**src/rtl/power_ctrl.sv**
```systemverilog
// power_ctrl: arbitrates power-up touches, tracks player power and
// sequences grow / hurt invincibility windows and death.
module power_ctrl #(
  parameter int                   N_ITEMS     = 4,
  parameter logic [N_ITEMS-1:0]   FLOWER_MASK = 4'b0011,
  parameter int                   ANIM_FRAMES = 8,
  parameter int                   INV_FRAMES  = 60
) (
  input  logic               sys_clk,
  input  logic               RST,
  input  logic               frame_tick,
  input  logic [N_ITEMS-1:0] touch_req,
  input  logic               hit,
  output logic [N_ITEMS-1:0] grant,
  output logic               score_add,
  output logic [1:0]         power,
  output logic               invincible,
  output logic               die
);
  typedef enum logic [1:0] {IDLE, GROW, HURT, DEAD} state_t;
  localparam logic [1:0] SMALL = 2'd0, BIG = 2'd1, FIRE = 2'd2;
  localparam logic [7:0] ANIM_LAST = 8'(ANIM_FRAMES - 1);
  localparam logic [7:0] INV_LAST  = 8'(INV_FRAMES - 1);
  state_t             r_state;
  logic [N_ITEMS-1:0] r_pending, r_grant;
  logic               r_score, r_inv, r_die, r_apply, r_flower;
  logic [1:0]         r_power;
  logic [7:0]         r_cnt;
  logic [N_ITEMS-1:0] w_pend, w_pick;
  logic [1:0]         w_new_pwr, w_hit_pwr;
  logic               w_grow;
  assign w_pend    = r_pending | touch_req;
  assign w_pick    = w_pend & (~w_pend + 1'b1);
  // r_apply marks the cycle after a grant, when the consumed item takes effect
  assign w_new_pwr = (r_power == SMALL) ? BIG : (r_flower && r_power == BIG) ? FIRE : r_power;
  assign w_grow    = r_apply && (w_new_pwr != r_power);
  assign w_hit_pwr = (r_power == FIRE) ? BIG : SMALL;
  always_ff @(posedge sys_clk) begin
    if (RST) begin
      r_state   <= IDLE;
      r_pending <= '0;
      r_grant   <= '0;
      r_score   <= 1'b0;
      r_inv     <= 1'b0;
      r_die     <= 1'b0;
      r_apply   <= 1'b0;
      r_flower  <= 1'b0;
      r_power   <= SMALL;
      r_cnt     <= '0;
    end else begin
      r_grant   <= '0;
      r_score   <= 1'b0;
      r_die     <= 1'b0;
      r_apply   <= 1'b0;
      r_pending <= w_pend;
      case (r_state)
        IDLE: begin
          if (w_grow) begin
            r_power <= w_new_pwr;
            r_state <= GROW;
            r_inv   <= 1'b1;
            r_cnt   <= '0;
          end else if (hit) begin
            if (r_power == SMALL) begin
              r_state <= DEAD;
              r_die   <= 1'b1;
            end else begin
              r_power <= w_hit_pwr;
              r_state <= HURT;
              r_inv   <= 1'b1;
              r_cnt   <= '0;
            end
          end else if (!r_apply && |w_pend) begin
            r_grant   <= w_pick;
            r_score   <= 1'b1;
            r_apply   <= 1'b1;
            r_flower  <= |(w_pick & FLOWER_MASK);
            r_pending <= w_pend & ~w_pick;
          end
        end
        GROW, HURT: begin
          if (frame_tick) begin
            r_cnt <= r_cnt + 8'd1;
            if (r_cnt == ((r_state == GROW) ? ANIM_LAST : INV_LAST)) begin
              r_state <= IDLE;
              r_inv   <= 1'b0;
            end
          end
        end
        default: ;
      endcase
    end
  end
  assign grant      = r_grant;
  assign score_add  = r_score;
  assign power      = r_power;
  assign invincible = r_inv;
  assign die        = r_die;
endmodule

```
**config.mk**
```make
export PLATFORM = sky130hd
export DESIGN_NAME = power_ctrl
export DESIGN_NICKNAME = d
export VERILOG_FILES = /design/src/rtl/power_ctrl.sv
export SDC_FILE = /design/constraint.sdc
export NUM_CORES = 1
export LEC_CHECK = 0
export ABC_CLOCK_PERIOD_IN_PS = 3800
export BUFFER_PORTS_ARGS = -buffer_cell sky130_fd_sc_hd__buf_2
export CAP_MARGIN = 20
export CORE_MARGIN = 1
export CORE_UTILIZATION = 50
export CTS_BUF_LIST = sky130_fd_sc_hd__clkbuf_4 sky130_fd_sc_hd__clkbuf_8
export CTS_CLUSTER_DIAMETER = 50
export DETAILED_ROUTE_END_ITERATION = 12
export PLACE_DENSITY = 0.68
export SYNTH_ARGS = -nofsm -noshare
export SYNTH_HDL_FRONTEND = slang
export SYNTH_SLANG_ARGS = --single-unit
```
**constraint.sdc**
```tcl
create_clock -name sys_clk -period 3.8 [get_ports sys_clk]
set_input_delay 0.19 -clock sys_clk [delete_from_list [all_inputs] [get_ports sys_clk]]
set_output_delay 0.19 -clock sys_clk [all_outputs]
set_load 0.05 [all_outputs]
```
### Yosys cells after proc, flatten, opt, wreduce, memory -nomap -nowiden

Cells that the tools add are included.

| storage, ports and cells | value |
|---|---|
| memory bits (writable) | 0 |
| register bits after elaboration | 24 |
| ROM bits | 0 |
| latch bits | 0 |
| memories | 0 |

| cells by class | value |
|---|---|
| eq/ne operators | 11 |
| add/sub/neg operators | 2 |
| reductions and logical operators | 19 |
| shift-type cells | 0 |
| multiplexer cells | 30 |
| multipliers | 0 |
| divide/modulo/power cells | 0 |
| bitwise operators | 9 |
| magnitude comparators | 0 |

Operator list:

| kind | count |
|---|---|
| $mux 8 | 4 |
| $mux 2 | 9 |
| $mux 4 | 4 |
| $pmux 8 s2 | 1 |
| $reduce_and 4->1 | 3 |
| $reduce_or 4->1 | 3 |
| $mux 1 | 9 |
| $add 8x1->8 const B | 1 |
| $and 4x4->4 | 2 |
| $eq 8x6->1 | 1 |
| $not 4->4 | 2 |
| $mux 6 | 1 |
| $ne 2x2->1 const B | 3 |
| $ne 3x3->1 const B | 2 |
| $reduce_and 5->1 | 1 |
| $reduce_or 5->1 | 1 |
| $add 4x1->4 const B | 1 |
| $eq 2x1->1 const B | 2 |
| $eq 2x2->1 const B | 2 |
| $logic_not 2->1 | 2 |
| $not 1->1 | 4 |
| $or 4x4->4 | 1 |
| $pmux 2 s2 | 1 |
| $reduce_bool 2->1 | 2 |
| 6 further kinds | 9 |

### Logic depth before layout (Yosys ltp)

Gate-level depths: netlist of run 1.

| depth | value |
|---|---|
| word-level depth | 10 |
| depth in mapped cells | 9 |
| gate-level depth less buffers | 6 |

### Worst setup path after synthesis of run 1

No wires, ideal clock.

| timing | value |
|---|---|
| path kind | register to register |
| from | register r_power[0], in the netlist power[0] |
| to | register r_cnt[0] |
| arrival | 1.707 ns |
| data required time | 3.663 ns |
| setup time | 0.137 ns |
| period minus slack after synthesis | 1.844 ns |
| path slack | 1.956 ns |
| buffers on the path | 0 |
| cell stages (with the launch flop) | 5 |
| path through | dfxtp_1 > nor4b_4 > or3b_2 > o21bai_1 > a21oi_1 |

| on the way | value |
|---|---|
| word-level cells in the longest chain between the ends | 8 |
| elaborated cells on any way between the ends | 12 |

Ends and longest elaborated chain:

| what | RTL line | text |
|---|---|---|
| from (decl) | 27 | `logic [1:0] r_power;` |
| from (signal assigned) | 59 | `r_power <= w_new_pwr;` |
| from (signal assigned) | 68 | `r_power <= w_hit_pwr;` |
| $eq 2x1->1 | 35 | `assign w_new_pwr = (r_power == SMALL) ? BIG : (r_flower && r_power == BIG) ? FIRE : r_power;` |
| $logic_and 1x1->1 | 35 |  |
| $mux 2 (2 in series) | 35 |  |
| $ne 2x2->1 | 36 | `assign w_grow = r_apply && (w_new_pwr != r_power);` |
| $logic_and 1x1->1 | 36 |  |
| $ne 3x3->1 (no source line) / $mux 8 (equally long branches) | n/a |  |
| $reduce_and 4->1 (no source line) / $pmux 8 s2 (equally long branches) | n/a |  |
| to (signal assigned) | 83 | `r_cnt <= r_cnt + 8'd1;` |
| to (decl) | 28 | `logic [7:0] r_cnt;` |

Several ways; a longest one is shown, not always the timed one.
A chain may end at the register's enable or synchronous reset.

### Worst setup path after layout of run 1

| timing | value |
|---|---|
| from | register r_state[0] |
| to | register r_cnt[4] |

| on the way | value |
|---|---|
| word-level cells in the longest chain between the ends | 4 |
| elaborated cells on any way between the ends | 10 |

Ends and longest elaborated chain:

| what | RTL line | text |
|---|---|---|
| from (decl) | 24 | `state_t r_state;` |
| from (signal assigned) | 40 | `r_state <= IDLE;` |
| from (signal assigned) | 60 | `r_state <= GROW;` |
| from (signal assigned) | 65 | `r_state <= DEAD;` |
| $eq 2x1->1 / $eq 2x2->1 (equally long branches) | 56 | `case (r_state)` |
| $reduce_or 2->1 | 56 |  |
| $ne 2x2->1 (no source line) / $reduce_bool 2->1 (equally long branches) | n/a |  |
| $reduce_and 4->1 (no source line) | n/a |  |

Several ways; a longest one is shown, not always the timed one.

==> results_dict.tcl, run 1 <==
set metrics [dict create \
    cts_resized 0 \
    synth_common_cells "dfxtp_1, nor2_1, a21oi_1" \
    hold_viol 0 \
    synth_edf_count 0 \
    fin_setup_tns_ps 0 \
    antenna_found_initial 0 \
    cp_max_fo 16 \
    drt_iter0_markers 14 \
    dp_hpwl_mm 1.63 \
    first_pass_iters 4 \
    status "finished, final reports clean" \
    worstSetupStartpointType "flip-flop" \
    total_power_mw 0.821 \
    ys_types 43 \
    fin_crit_ps 2230 \
    leakage_nw 0.482 \
    slowest_stage "or4_1" \
    synth_warnings 0 \
    io_buffers 16 \
    die_h_um 50.5 \
    grt.total_usage 0.201 \
    cts_sinks 24 \
    synth_mux_area_frac 0.0170 \
    avgRoutedWirePerCell_um 13.0 \
    initial_utilization 0.531 \
    finalWirelength_mm 2.29 \
    synth_seq_cells 24 \
    crit_path_cell_trace "inv_1 -> ha_1 -> mux2i_1 -> or2_0 -> or4_1 -> a21oi_1" \
    min_period_over_period 0.588 \
    synth_area_sq_um 1170 \
    syn2layout_area_growth_pct 11.6 \
    fin_skew_ps 10.4 \
    drc 0 \
    syn_nets 146 \
    rsz0062_at_grt "no" \
    row_count 17 \
    synth.most_common_cell "dfxtp_1" \
    slew_headroom 0.402 \
    tightest_slew_ps 875 \
    arrival_ps 2490 \
    max_cap_violations 0 \
    fp.dieW_um 50.5 \
    top_level_ports 17 \
    crit_type "flip-flop to flip-flop" \
    cts_setup_buffers 0 \
    synth-compound-area-share 0.218 \
    nNetsFinal 160 \
    grt_pass1_wl_mm 3.91 \
    cellPowerDensity_nw_per_um2 626 \
    end_kind "flip-flop" \
    diodes 0 \
    cts_buffers 3 \
    htree_levels 1 \
    core_sq_um 2210 \
    antenna_left 0 \
    yosysTopAreaCell "dfxtp_1" \
    synth_flop_cell "dfxtp_1" \
    cts-root-buf "clkbuf_4" \
    ctsHoldBuffers 0 \
    cts_tree "done" \
    slowest_delay_ps 570 \
    postSynthCellCount 135 \
    avgSynthCellArea_sq_um 8.70 \
    clock_latency_ps 320 \
    drive_gt1_frac 0.203 \
    grt_start_max_net_pins 20 \
    ys_top_cells_by_area "dfxtp_1, a21oi_1, o21ai_0" \
    fill_cells 199 \
    final-max-slew-violation-count 0 \
    max_freq_ghz 0.448 \
    ir_worst_vdd_v 0.000351 \
    clkTransAtPathRegs_ps 130 \
    min_path_type "input pin to flip-flop" \
    required_ps 4060 \
    cts.path.max_buffers 2 \
    grt_pass1_vias 962 \
    dieArea_sq_um 2550 \
    num_vias 1044 \
    synth_top_family_by_area "simple AND/OR/NAND/NOR gates" \
    synth_top_cell_area_share 0.409 \
    routabilityCongestion 0.765 \
    via_per_inst 5.93 \
    synth_seq_area_share 0.409 \
    grt-ovfl-total 0 \
    finalSetupViolCount 0 \
    synthSimpleGateAreaFrac 0.281 \
    synthArstFlopShare 0 \
    synthAdderAreaFrac 0.0319 \
    synth-xor-area-share 0 \
]
-- routing by layer --
metal | GRT usage | routed length (um) | vias up
met2 | 0.351 | 1120 | 22
met5 | 0 | 0 | -
li1 | - | - | 535
met3 | 0.0697 | 106 | 2
met1 | 0.236 | 1050 | 485
met4 | 0.0417 | 12 | 0
-- power by group --
group / total (mW) / switching, mW / internal, mW
logic: 0.325 / 0.212 / 0.113
registers: 0.314 / 0.0254 / 0.288
clock network: 0.182 / 0.0753 / 0.107
total: 0.821 / 0.313 / 0.508
-- area by class of cell --
class | instances | area (sq um) | area share
Clock buffer | 3 | 22.5 | 0.0172
Clock inverter | 1 | 30.0 | 0.0229
Multi-Input combinational cell | 99 | 644 | 0.491
Timing Repair Buffer | 16 | 80.1 | 0.0611
Inverter | 5 | 18.8 | 0.0143
Sequential cell | 24 | 480 | 0.366
Tap cell | 28 | 35.0 | 0.0267
-- final timing paths --
kind / from / end / slack (ps) / cells past startpoint
min reg2reg: r_pending[0] / grant[1] / 450 / 1
max reg2reg: r_state[0] / r_cnt[4] / 1570 / 6
max: r_state[0] / r_cnt[4] / 1570 / 6
min: touch_req[0] / grant[1] / 50 / 2
-- cell usage in the layout, fill, tap and decap left out, types with 5 or more instances in the layout --
master	netlist	layout
or4_1	6	6
nand2_1	6	6
o21ai_0	9	9
nor2_1	12	12
o31ai_1	5	5
buf_2	4	16
dfxtp_1	24	24
nor3_1	6	6
a21oi_1	10	10
inv_1	5	5
-- critical path: cells and delay by family (launching register included) --
family                   cells  cell delay (ps)
multiplexers                 1              180
flip-flops                   1              360
buffers and inverters        1               50
AO/OA/AOI/OAI                1              150
adder cells (fa/ha/maj)      1              370
AND/OR/NAND/NOR              2             1050
-- through the flow --
stage           util  instance area (sq um)  cells  hold WS [ps]  setup slack [ps]
2_1_floorplan      -                   1170    135           267              1960
4_1_cts        0.593                   1310    176          40.6              1570
6_report       0.593                   1310    176          52.8              1570
3_5_place_dp   0.569                   1260    172           388              1620
5_1_grt        0.593                   1310    176          30.2              1360
3_3_place_gp   0.569                   1260    172           382              1720
-- cells by family after synthesis --
kind of cell / after synthesis
AND/OR/NAND/NOR: 55
AO/OA/AOI/OAI: 39
flip-flops: 24
buffers and inverters: 12
adder cells (fa/ha/maj): 3
multiplexers: 2
-- sequential cells by signal, indices dropped and copies added (netlist names) --
| register | flops |
|---|---|
| die | 1 |
| grant | 4 |
| invincible | 1 |
| power | 2 |
| r_apply | 1 |
| r_cnt | 8 |
| r_flower | 1 |
| r_pending | 4 |
| r_state | 2 |
Power figures use the tool's default switching activity.
==> inputs of run 2 (changes only) <==
--- a/config.mk
+++ b/config.mk
@@ -5,7 +5,8 @@
 export SDC_FILE = /design/constraint.sdc
 export NUM_CORES = 1
 export LEC_CHECK = 0
-export ABC_CLOCK_PERIOD_IN_PS = 3800
+export ABC_AREA = 1
+export ABC_CLOCK_PERIOD_IN_PS = 2100
 export BUFFER_PORTS_ARGS = -buffer_cell sky130_fd_sc_hd__buf_2
 export CAP_MARGIN = 20
 export CORE_MARGIN = 1
==> constraint.sdc (replaced) <==
create_clock -name sys_clk -period 2.1 [get_ports sys_clk]
set_input_delay 0.105 -clock sys_clk [delete_from_list [all_inputs] [get_ports sys_clk]]
set_output_delay 0.105 -clock sys_clk [all_outputs]
set_load 0.05 [all_outputs]
==> results_dict.tcl, run 2 <==
set metrics [dict create \
    cts_tree "done" \
    drive_gt1_frac 0.170 \
    fin_setup_tns_ps 0 \
    hp-start "hit" \
    grt_pass1_wl_mm 4.29 \
    r2r-start "r_state[0]" \
    finalSetupViolCount 0 \
    fill_cells 220 \
    routabilityCongestion 0.851 \
    synth_seq_cells 24 \
    clock_latency_ps 330 \
    dieArea_sq_um 2670 \
    multiInputGateArea_sq_um 641 \
    core_sq_um 2280 \
    fin_skew_ps 21.1 \
    worstSetupStartpointType "flip-flop" \
    synthAdderAreaFrac 0.0304 \
    mostFrequentLayoutCells "nand2_1, nor2_1, inv_1, dfxtp_1, buf_2" \
    seq_area_sq_um 480 \
    placed_cells 224 \
    first_pass_iters 4 \
    top_level_ports 17 \
    synthArstFlopShare 0 \
    rsz0062_at_grt "no" \
    via_per_inst 4.99 \
    tightest_slew_ps 289 \
    nNetsFinal 212 \
    die_h_um 51.7 \
    diodes 0 \
    num_vias 1138 \
    synth_edf_count 0 \
    synth_flop_cell "dfxtp_1" \
    ctsHoldBuffers 0 \
    synth_common_cells "nand2_1, nor2_1, dfxtp_1, inv_1" \
    min_path_type "input pin to flip-flop" \
    grt_pass1_vias 1043 \
    drt_iter0_markers 20 \
    syn_nets 194 \
    antenna_found_initial 0 \
    cts_sinks 24 \
    required_ps 2310 \
    synthSimpleGateAreaFrac 0.392 \
    grt.total_usage 0.219 \
    synth_top_family_by_area "simple AND/OR/NAND/NOR gates" \
    arrival_ps 2050 \
    crit_type "flip-flop to flip-flop" \
    dp_hpwl_mm 1.92 \
    cts-root-buf "clkbuf_4" \
    ys_top_cells_by_area "dfxtp_1, nand2_1, nor2_1" \
    avgSynthCellArea_sq_um 6.75 \
    syn2layout_area_growth_pct 12.0 \
    cp_max_fo 12 \
    grt-ovfl-total 0 \
    cts_buffers 3 \
    finalWirelength_mm 2.47 \
    cts_setup_buffers 0 \
    clkTransAtPathRegs_ps 140 \
    cts_resized 0 \
    synth-xor-area-share 0.00709 \
    fin_cells 228 \
    postSynthCellCount 183 \
    row_count 17 \
    yosysTopAreaCell "dfxtp_1" \
    avgRoutedWirePerCell_um 10.9 \
    hold_viol 0 \
    status "finished, final reports clean" \
    synth_top_cell_area_share 0.389 \
    leakage_nw 0.639 \
    synth_seq_area_share 0.389 \
    crit_path_start "r_state[0]" \
    cts.path.max_buffers 2 \
    largest_reg_flops 8 \
    htree_levels 1 \
    antenna_left 0 \
    cellPowerDensity_nw_per_um2 1210 \
    synth_area_sq_um 1230 \
    synth.most_common_cell "nand2_1" \
    synth_mux_area_frac 0 \
    slew_headroom 0.807 \
    final-max-slew-violation-count 0 \
    ys_types 30 \
    max_cap_violations 0 \
    max_freq_ghz 0.544 \
    initial_utilization 0.543 \
    drc 0 \
    io_buffers 16 \
    ir_worst_vdd_v 0.000612 \
    end_kind "flip-flop" \
    grt_start_max_net_pins 15 \
    fin_crit_ps 1840 \
    synth_warnings 0 \
    min_period_over_period 0.875 \
    regMostFlops "r_cnt" \
    fp.dieW_um 51.7 \
    layout_commonest_cell "nand2_1" \
    synth-compound-area-share 0.0892 \
]
[run 2: cell count changes in the layout (fill, tap and decap cells not counted), moves of 3 or more]
cell | before | now
nand2_1 | 6 | 50
inv_1 | 5 | 24
nor2_1 | 12 | 29
o21ai_0 | 9 | 2
nand3_1 | 3 | 9
or4_1 | 6 | 0
o31ai_1 | 5 | 0
nor2_2 | 0 | 3
or3b_2 | 3 | 0
[run 2: metrics by stage]
stage	power [mW]	hold slack (ps)	cell area (sq um)	setup slack, ps	utilization
final	1.67	44.5	1380	262	0.607
after global routing	1.82	47.6	1380	102	0.607
after CTS	1.69	27.0	1380	249	0.607
after detailed placement	1.35	377	1330	287	0.584
after global placement	1.33	369	1330	380	0.584
after floorplan	1.23	182	1230	464	-
[run 2: path summary, 6_finish.rpt]
path	endpoint	slack [ps]	cells after the start
worst min register to register	r_flower	470	2
worst max-delay path	r_cnt[7]	260	9
worst min-delay path	die	40	3
worst max register to register	r_cnt[7]	260	9
[run 2: final cells by class]
type | instances | share of cell area
Tap cell | 28 | 0.0253
Multi-Input combinational cell | 131 | 0.463
Timing Repair Buffer | 16 | 0.0579
Sequential cell | 24 | 0.348
Clock buffer | 3 | 0.0163
Clock inverter | 1 | 0.0217
Inverter | 25 | 0.0679
[run 2: worst max-delay path: stages (launching register included)]
cell and delay, ps:
dfxtp_1 400, inv_1 60, ha_1 350, inv_2 140, or2_4 150, nand2_4 60, nor2_4 230, nand2_1 130
nand2_1 160, nor2_2 60
[run 2: power by group]
part / switching, mW / total (mW) / internal, mW / leakage [nW]
combinational: 0.532 / 0.758 / 0.227 / 0.415
clock: 0.141 / 0.334 / 0.193 / 0.0279
sequential: 0.0512 / 0.582 / 0.531 / 0.196
[run 2: metal layers]
metal	track usage	share of wire
met5	0	0
met4	0.108	0.020
met1	0.252	0.47
met3	0.0351	0.034
met2	0.387	0.47
[run 2: kinds of logic (layout without fill, tap and decap cells)]
family | count (synthesis) | count (layout)
and+or+nand+nor | 109 | 109
buffers and inverters | 28 | 45
DFF | 24 | 24
AOI/OAI and AO/OA | 18 | 18
adders and majority gates | 3 | 3
xor gates and xnor gates | 1 | 1
==> inputs of run 3 (changes only) <==
--- a/config.mk
+++ b/config.mk
@@ -7,14 +7,14 @@
 export LEC_CHECK = 0
 export ABC_AREA = 1
 export ABC_CLOCK_PERIOD_IN_PS = 2100
-export BUFFER_PORTS_ARGS = -buffer_cell sky130_fd_sc_hd__buf_2
 export CAP_MARGIN = 20
 export CORE_MARGIN = 1
 export CORE_UTILIZATION = 50
 export CTS_BUF_LIST = sky130_fd_sc_hd__clkbuf_4 sky130_fd_sc_hd__clkbuf_8
 export CTS_CLUSTER_DIAMETER = 50
 export DETAILED_ROUTE_END_ITERATION = 12
-export PLACE_DENSITY = 0.68
+export DONT_BUFFER_PORTS = 1
+export PLACE_DENSITY = 0.62
 export SYNTH_ARGS = -nofsm -noshare
 export SYNTH_HDL_FRONTEND = slang
 export SYNTH_SLANG_ARGS = --single-unit
==> results_dict.tcl, run 3 (synthesis gave the netlist of run 2 again) <==
set metrics [dict create \
    crit_top_cell "nand2_1" \
    routabilityCongestion 0.857 \
    drive_gt1_frac 0.111 \
    arrival_ps 2040 \
    drt_iter0_markers 24 \
    tightest_slew_ps 518 \
    regToRegSetupSlack_ps 280 \
    required_ps 2320 \
    finalWirelength_mm 2.47 \
    ir_worst_vdd_v 0.000926 \
    fin_crit_ps 1820 \
    io_buffers 0 \
    min_path_type "input pin to flip-flop" \
    hold_viol 0 \
    cts_resized 0 \
    nNetsFinal 201 \
    slowest_delay_ps 380 \
    crit_type "flip-flop to flip-flop" \
    num_vias 1128 \
    status "finished, final reports clean" \
    grt_start_max_net_pins 15 \
    clock_latency_ps 310 \
    cp-endpoint "r_cnt[7]" \
    htree_levels 1 \
    timing.rr.end "r_cnt[7]" \
    crit_cells 9 \
    crit_path_start "r_state[0]" \
    worstSetupStartpointType "flip-flop" \
    grt_pass1_wl_mm 4.22 \
    max_freq_ghz 0.550 \
    cts_buffers 3 \
    cellPowerDensity_nw_per_um2 1230 \
    slowest_stage "dfxtp_1" \
    regMostFlops "r_cnt" \
    crit_path_cell_trace "inv_1 -> ha_1 -> inv_2 -> or2_4 -> nand2_4 -> nor2_4 -> nand2_1 -> nand2_1 -> nor2_2" \
    die_h_um 51.7 \
    timing.hold.ws_ps 19.3 \
    first_pass_iters 5 \
    layout_commonest_cell "nand2_1" \
    cts-root-buf "clkbuf_4" \
    ctsHoldBuffers 2 \
    cts_sinks 24 \
    slew_headroom 0.654 \
    core_sq_um 2280 \
    min_period_over_period 0.866 \
    cts.path.max_buffers 2 \
    syn2layout_area_growth_pct 8.92 \
    clkTransAtPathRegs_ps 130 \
    cpLargestDelayFamily "simple AND/OR/NAND/NOR gates" \
    finalSetupViolCount 0 \
    fp.dieW_um 51.7 \
    end_kind "flip-flop" \
    grt_pass1_vias 1009 \
    avgRoutedWirePerCell_um 11.4 \
    fin_setup_tns_ps 0 \
    cp_max_fo 12 \
    diodes 0 \
    multiInputGateArea_sq_um 641 \
    antenna_left 0 \
    largest_reg_flops 8 \
    drc 0 \
    leakage_nw 0.588 \
    row_count 17 \
    antenna_found_initial 0 \
    final-max-slew-violation-count 0 \
    seq_area_sq_um 480 \
    grt-ovfl-total 0 \
    fill_cells 230 \
    r2r-start "r_state[0]" \
    fin_skew_ps 3.91 \
    grt.total_usage 0.213 \
    reg2regPathDepth 9 \
    rsz0062_at_grt "no" \
    top_level_ports 17 \
    dp_hpwl_mm 1.88 \
    via_per_inst 5.20 \
    cts_tree "done" \
    dieArea_sq_um 2670 \
    max_cap_violations 0 \
    initial_utilization 0.543 \
    cts_setup_buffers 0 \
    cp_num_buf_inv 2 \
    mostFrequentLayoutCells "nand2_1, nor2_1, inv_1, dfxtp_1" \
]
run 3: worst register-to-register path: cells and delay by family, from the launching register on:
kind | cells | cell delay [ps]
AND/OR/NAND/NOR | 6 | 820
flip-flops | 1 | 380
adder cells (fa/ha/maj) | 1 | 350
buffers and inverters | 2 | 190
run 3: where the power goes:
group	internal [mW]	switching [mW]
logic	0.219	0.458
registers	0.531	0.117
clock network	0.193	0.135
total	0.943	0.710
run 3: area by class of cell:
class | instances | area share
Sequential cell | 24 | 0.357
Timing Repair Buffer | 5 | 0.0316
Inverter | 25 | 0.0698
Tap cell | 28 | 0.0260
Clock inverter | 1 | 0.0223
Multi-Input combinational cell | 131 | 0.476
Clock buffer | 3 | 0.0167
run 3: per-layer routing:
layer / track usage / vias up / wire length (um) / part of all wire
met5: 0 / - / 0 / 0
met4: 0.0811 / 0 / 33 / 0.013
met3: 0.0380 / 8 / 106 / 0.043
met2: 0.366 / 29 / 1170 / 0.48
met1: 0.264 / 503 / 1160 / 0.47
li1: - / 588 / - / -
run 3: per-stage QoR:
stage	util	area [sq um]	power, mW	cells	setup WS, ps
final	0.591	1350	1.65	217	282
after global routing	0.591	1350	1.80	217	94.2
after CTS	0.591	1350	1.67	217	257
after detailed placement	0.559	1270	1.33	211	285
after global placement	0.559	1270	1.32	211	359
after floorplan	-	1230	1.23	183	464
run 3: worst min-delay path by stage:
stage            startpoint          to  cells past startpoint
2_1_floorplan           RST    grant[1]                      1
3_3_place_gp            RST  invincible                      1
3_5_place_dp            RST  invincible                      1
5_1_grt        touch_req[0]    grant[1]                      2
4_1_cts        touch_req[0]    grant[1]                      2
6_report       touch_req[0]    grant[1]                      2
